[config.mk]
export PLATFORM = sky130hd
export DESIGN_NAME = dcache_write_buffer
export DESIGN_NICKNAME = d
export VERILOG_FILES = /design/src/rtl/dcache_write_buffer.sv
export SDC_FILE = /design/constraint.sdc
export NUM_CORES = 2
export LEC_CHECK = 0
export ABC_AREA = 1
export ABC_CLOCK_PERIOD_IN_PS = 28100
export BUFFER_PORTS_ARGS = -buffer_cell sky130_fd_sc_hd__buf_4
export CORE_MARGIN = 2
export CORE_UTILIZATION = 35
export DETAILED_ROUTE_END_ITERATION = 8
export GPL_TIMING_DRIVEN = 0
export MAX_ROUTING_LAYER = met4
export SYNTH_ARGS = -nofsm -noshare
export SYNTH_HDL_FRONTEND = slang
export SYNTH_SLANG_ARGS = --single-unit
[constraint.sdc]
create_clock -name clk -period 28.1 [get_ports clk]
set_input_delay 7.025 -clock clk [delete_from_list [all_inputs] [get_ports clk]]
set_output_delay 7.025 -clock clk [all_outputs]
set_load 0.01 [all_outputs]
[src/rtl/dcache_write_buffer.sv]
// Write buffer between the data cache and slow data memory: absorbs writebacks, forwards reads, drains in order.
// Optional macro WBUF_COALESCE_EN: writes hitting a buffered (non in-flight) line overwrite it in place.
module dcache_write_buffer #(
  parameter int DEPTH  = 4,
  parameter int ADDR_W = 28,
  parameter int LINE_W = 128
) (
  input  logic              clk,
  input  logic              proc_reset,
  input  logic              cache_read,
  input  logic              cache_write,
  input  logic [ADDR_W-1:0] cache_addr,
  input  logic [LINE_W-1:0] cache_wdata,
  output logic [LINE_W-1:0] cache_rdata,
  output logic              cache_ready,
  output logic              mem_read,
  output logic              mem_write,
  output logic [ADDR_W-1:0] mem_addr,
  output logic [LINE_W-1:0] mem_wdata,
  input  logic [LINE_W-1:0] mem_rdata,
  input  logic              mem_ready
);

  localparam int PW = $clog2(DEPTH);
  localparam int CW = PW + 1;
  localparam logic [CW-1:0] DEPTH_C = CW'(DEPTH);

  typedef enum logic [1:0] {M_IDLE, M_READ, M_WRITE} mstate_t;

  mstate_t             mstate_q, mstate_d;
  logic [PW-1:0]       head_q, head_d;
  logic [PW-1:0]       tail_q, tail_d;
  logic [CW-1:0]       count_q, count_d;
  logic [DEPTH-1:0]    valid_q, valid_d;
  logic                rd_pend_q, rd_pend_d;
  logic [ADDR_W-1:0]   rd_addr_q, rd_addr_d;
  logic                cache_ready_q, cache_ready_d;
  logic [LINE_W-1:0]   cache_rdata_q, cache_rdata_d;
  logic                mem_read_q, mem_read_d;
  logic                mem_write_q, mem_write_d;
  logic [ADDR_W-1:0]   mem_addr_q, mem_addr_d;
  logic [LINE_W-1:0]   mem_wdata_q, mem_wdata_d;

  logic [ADDR_W-1:0]   line_addr_mem [DEPTH];
  logic [LINE_W-1:0]   line_data_mem [DEPTH];

  logic [DEPTH-1:0]    addr_match;
  logic                fwd_hit;
  logic [PW-1:0]       fwd_idx;
  logic                coal_hit;
  logic [PW-1:0]       coal_idx;
  logic                inflight;
  logic                req_ok;
  logic                push;
  logic                pop;
  logic                wr_en;
  logic [PW-1:0]       wr_idx;

  assign inflight = (mstate_q == M_WRITE);

  generate
    for (genvar gi = 0; gi < DEPTH; gi++) begin : g_match
      assign addr_match[gi] = valid_q[gi] && (line_addr_mem[gi] == cache_addr);
    end
  endgenerate

  // Scan oldest to youngest so the last hit wins: that is the youngest copy.
  always_comb begin
    logic [PW-1:0] scan_idx;
    fwd_hit  = 1'b0;
    fwd_idx  = head_q;
    scan_idx = head_q;
    for (int i = 0; i < DEPTH; i++) begin
      scan_idx = head_q + PW'(i);
      if (addr_match[scan_idx]) begin
        fwd_hit = 1'b1;
        fwd_idx = scan_idx;
      end
    end
  end

`ifdef WBUF_COALESCE_EN
  // The line being written to memory must stay frozen, so it is excluded.
  always_comb begin
    logic [PW-1:0] scan_idx;
    coal_hit = 1'b0;
    coal_idx = head_q;
    scan_idx = head_q;
    for (int i = 0; i < DEPTH; i++) begin
      scan_idx = head_q + PW'(i);
      if (addr_match[scan_idx] && !(inflight && (scan_idx == head_q))) begin
        coal_hit = 1'b1;
        coal_idx = scan_idx;
      end
    end
  end
`else
  assign coal_hit = 1'b0;
  assign coal_idx = '0;
`endif

  always_comb begin
    mstate_d      = mstate_q;
    head_d        = head_q;
    tail_d        = tail_q;
    count_d       = count_q;
    valid_d       = valid_q;
    rd_pend_d     = rd_pend_q;
    rd_addr_d     = rd_addr_q;
    cache_ready_d = 1'b0;
    cache_rdata_d = cache_rdata_q;
    mem_read_d    = mem_read_q;
    mem_write_d   = mem_write_q;
    mem_addr_d    = mem_addr_q;
    mem_wdata_d   = mem_wdata_q;
    push          = 1'b0;
    pop           = 1'b0;
    wr_en         = 1'b0;
    wr_idx        = tail_q;

    // A held request is ignored while its completion pulse is out or a miss is in progress.
    req_ok = !cache_ready_q && !rd_pend_q;

    if (req_ok && cache_write) begin
      if (coal_hit) begin
        wr_en         = 1'b1;
        wr_idx        = coal_idx;
        cache_ready_d = 1'b1;
      end else if (count_q < DEPTH_C) begin
        wr_en         = 1'b1;
        wr_idx        = tail_q;
        push          = 1'b1;
        cache_ready_d = 1'b1;
      end
    end else if (req_ok && cache_read) begin
      if (fwd_hit) begin
        cache_rdata_d = line_data_mem[fwd_idx];
        cache_ready_d = 1'b1;
      end else begin
        rd_pend_d = 1'b1;
        rd_addr_d = cache_addr;
      end
    end

    case (mstate_q)
      M_IDLE: begin
        if (rd_pend_q) begin
          mstate_d   = M_READ;
          mem_read_d = 1'b1;
          mem_addr_d = rd_addr_q;
        end else if (count_q != '0) begin
          mstate_d    = M_WRITE;
          mem_write_d = 1'b1;
          mem_addr_d  = line_addr_mem[head_q];
          mem_wdata_d = line_data_mem[head_q];
        end
      end
      M_READ: begin
        if (mem_ready) begin
          mstate_d      = M_IDLE;
          mem_read_d    = 1'b0;
          cache_rdata_d = mem_rdata;
          cache_ready_d = 1'b1;
          rd_pend_d     = 1'b0;
        end
      end
      M_WRITE: begin
        if (mem_ready) begin
          mstate_d    = M_IDLE;
          mem_write_d = 1'b0;
          pop         = 1'b1;
        end
      end
      default: mstate_d = M_IDLE;
    endcase

    if (push) begin
      valid_d[tail_q] = 1'b1;
      tail_d          = tail_q + 1'b1;
    end
    if (pop) begin
      valid_d[head_q] = 1'b0;
      head_d          = head_q + 1'b1;
    end
    if (push && !pop) begin
      count_d = count_q + 1'b1;
    end else if (pop && !push) begin
      count_d = count_q - 1'b1;
    end
  end

  always_ff @(posedge clk or posedge proc_reset) begin
    if (proc_reset) begin
      mstate_q      <= M_IDLE;
      head_q        <= '0;
      tail_q        <= '0;
      count_q       <= '0;
      valid_q       <= '0;
      rd_pend_q     <= 1'b0;
      rd_addr_q     <= '0;
      cache_ready_q <= 1'b0;
      cache_rdata_q <= '0;
      mem_read_q    <= 1'b0;
      mem_write_q   <= 1'b0;
      mem_addr_q    <= '0;
      mem_wdata_q   <= '0;
    end else begin
      mstate_q      <= mstate_d;
      head_q        <= head_d;
      tail_q        <= tail_d;
      count_q       <= count_d;
      valid_q       <= valid_d;
      rd_pend_q     <= rd_pend_d;
      rd_addr_q     <= rd_addr_d;
      cache_ready_q <= cache_ready_d;
      cache_rdata_q <= cache_rdata_d;
      mem_read_q    <= mem_read_d;
      mem_write_q   <= mem_write_d;
      mem_addr_q    <= mem_addr_d;
      mem_wdata_q   <= mem_wdata_d;
    end
  end

  // Line storage needs no reset; the valid bits gate every use.
  always_ff @(posedge clk) begin
    if (wr_en) begin
      line_addr_mem[wr_idx] <= cache_addr;
      line_data_mem[wr_idx] <= cache_wdata;
    end
  end

  assign cache_ready = cache_ready_q;
  assign cache_rdata = cache_rdata_q;
  assign mem_read    = mem_read_q;
  assign mem_write   = mem_write_q;
  assign mem_addr    = mem_addr_q;
  assign mem_wdata   = mem_wdata_q;

endmodule
==> metrics.txt <==
met1 usage 36.2%; clock skew 24.2 ps; synth warn 0; CP arrival 11510 ps; number of setup buffers added after CTS 0; Peak VDD IR 61.0 uV; Worst setup SP type input port; Area contributors post-synth edfxtp_1 41%, dfrtp_1 18%, nand3_1 7.3%; post-synthesis sequential area ratio 59.5%; detailed placer's ending HPWL 136000 um; Worst Hold Path Cells 2; CTS buffer count 108; grt ovf 0; io pins 576; CP Launch Point cache_addr[14]; R2R depth 15; Wirelength per Cell 24.8 um; hold_buf cts 0; Slew @ Worst Pin 1490 ps; Total Routing Usage GR 28.4%; drt total wl 187000 um; Setup Total Neg Slack 0 ps; Final min period 10850 ps; Post-Syn Nets 5281; Die H 364 um; CP Class in -> reg; largest net degree at the start of global routing 77; mux contribution to synthesized area 0.0497%; pins over their slew limit 0; ys async rst share 34.5%; Reg2Reg Setup Slack 22080 ps; vias per inst 5.31; Final Power 6.41 mW; area leader, netlist edfxtp_1; post-synth top area share 41.4%; Slew headroom 0.416%; Worst setup EP type flop; post-CTS resize count 0; Nets 6000; Yosys reg bits 953; DRC 0; top-count cell post-synth nand2_1; final period utilization 38.6%; RR Startpoint head_q[0]; HP Class reg -> reg; final antenna-violating net count 0; fmax 92.1 MHz; CP Max Fanout 10; Synth Flop Type edfxtp_1; status complete, but fails checks; PortBufs 575; synth unique cells 38; vias 40100; fillers 12400; met2 Use GR 44.2%; Post-Synth Adder-Cell Area 0.376%; Starting DRT DRC Count 4482; most common library cells after synthesis 794 x nand2_1, 666 x inv_1, 665 x nand3_1, 624 x edfxtp_1, 550 x a21oi_1; Max-Cap Viols 1; H-tree depth 3; layout cells sized above 1 16.5%; row count 131; CTS tree yes; Post-Synth XOR/XNOR Area 0.503%; initial antenna violation count 39; first-pass GRT wire length 266000 um; worst skew pair latency 740 ps; main combinational cell family by area after synthesis simple AND/OR/NAND/NOR gates; Worst Setup EP cache_rdata[79]; clock-pin slew on the worst setup and hold paths 60 ps; failing checks capacitance limit; gr busiest metal met2; power density cells 114 nW/um^2; CTS Sinks 953; Fin. Hold Viols 0; Post-Syn Area 45300 sq um; Pleak 24.4 nW; RR Endpoint cache_rdata[79]; Initial Utilization 35.4%; Die X 364 um; met3 Track Usage GR 5.96%; RD Place Congestion 0.957; RSZ-0062 raised after global routing false; clk buf depth 3; simple logic cell fraction of the synthesized area 17.6%; drt first pass iters 6; Root Buffer clkbuf_16; Area growth syn-to-layout 24.3%; Syn Area/Cell 9.10 sq um; core area 128000 sq um; Die ar. 132000 sq um; Mapped Cells 4979; Synth Area in Compound Gates 12.6%; number of global-route vias before repair 38900; Post-synth EDFFs 624; Final setup violation count 0; Worst EP required 28760 ps
[metrics by stage]
stage                     area (sq um)  util (%)  setup slack (ps)  hold WS (ps)  std cells
after CTS                        56200      43.9             17560           484       7523
after global placement           51800      40.4              6170           460       7283
final                            56300      44.0             17250           481       7554
after detailed placement         52600      41.1             16790           469       7317
after floorplan                  45300         -             11960           448       4979
after global routing             56300      44.0             17140           505       7549
[layer usage]
layer,vias up,routed length [um]
li1,18200,-
met1,19500,74500
met2,2021,87200
met3,365,17400
met4,0,7890
met5,-,0
[cell type report]
| cell class | count | area, sq um | area share, % |
|---|---|---|---|
| Inverter | 692 | 2610 | 4.63 |
| Antenna cell | 31 | 77.6 | 0.138 |
| Timing Repair Buffer | 609 | 5080 | 9.02 |
| Multi-Input combinational cell | 3003 | 14100 | 25.1 |
| Clock buffer | 146 | 3060 | 5.43 |
| Tap cell | 1729 | 2160 | 3.84 |
| Clock inverter | 60 | 579 | 1.03 |
| Buffer | 331 | 1630 | 2.89 |
| Sequential cell | 953 | 27000 | 47.9 |
[kinds of logic after synthesis]
logic type / count (synthesis)
compound gates: 1095
xor+xnor: 26
fa+ha+maj: 13
buf+inv: 1023
flops: 953
mux: 2
simple gates: 1867
[worst min path at each step]
stage / start / endpoint
finish: rd_addr_q[5] / rd_addr_q[5]
global route: rd_addr_q[6] / rd_addr_q[6]
CTS: rd_addr_q[8] / rd_addr_q[8]
detailed placement: rd_addr_q[11] / rd_addr_q[11]
global placement: rd_addr_q[8] / rd_addr_q[8]
floorplan: rd_addr_q[11] / rd_addr_q[11]
[cells in the final DEF, fill, tap and decap left out, types with 7 or more instances in the layout]
| cell type | netlist | final |
|---|---|---|
| dfrtp_1 | 329 | 329 |
| o22ai_1 | 11 | 11 |
| nor2_1 | 370 | 366 |
| clkbuf_1 | 170 | 186 |
| o21ai_0 | 376 | 376 |
| buf_16 | 0 | 11 |
| buf_12 | 0 | 23 |
| clkbuf_16 | 0 | 110 |
| edfxtp_1 | 624 | 624 |
| buf_6 | 28 | 28 |
| o211ai_1 | 12 | 12 |
| nand4_1 | 20 | 20 |
| a21oi_1 | 550 | 550 |
| nand3_1 | 665 | 665 |
| bufinv_16 | 0 | 7 |
| buf_1 | 34 | 34 |
| buf_4 | 19 | 594 |
| inv_2 | 23 | 23 |
| clkinv_2 | 0 | 26 |
| clkbuf_8 | 0 | 17 |
| xor2_1 | 7 | 7 |
| ha_1 | 12 | 12 |
| clkinv_1 | 3 | 11 |
| xnor2_1 | 19 | 19 |
| nand2_1 | 794 | 794 |
| inv_1 | 666 | 665 |
| buf_2 | 79 | 79 |
| a31oi_1 | 142 | 142 |
| diode_2 | 0 | 31 |
[worst max-delay path: stages]
cell     delay [ps]
buf_4           130
buf_2           160
xnor2_1         180
nand2_1         170
nor2_1          150
nand2_1          90
nor2_1          280
nand3_1         120
nand2_1         120
nand2_1          90
nand2_1          90
inv_2            70
nand4_1         110
nand2_1         680
inv_2           810
buf_1           580
nand2_1         400
a21oi_1         220
[sequential cells by signal (all words and copies together), names as in the netlist, 2 cells and up]
register and count:
line_addr_mem 112, line_data_mem 512, mstate_q 2, mem_addr 28
cache_rdata 128, head_q 2, rd_addr_q 28, tail_q 2
count_q 3, mem_wdata 128, valid_q 4
[report_power, final]
part	leakage, nW	switching (mW)	total (mW)	internal (mW)
Clock	1.80	0.620	1.45	0.832
Combinational	13.2	1.97	2.93	0.960
Sequential	9.41	0.205	2.03	1.83
Note: power is estimated with default switching activity, not from simulation.
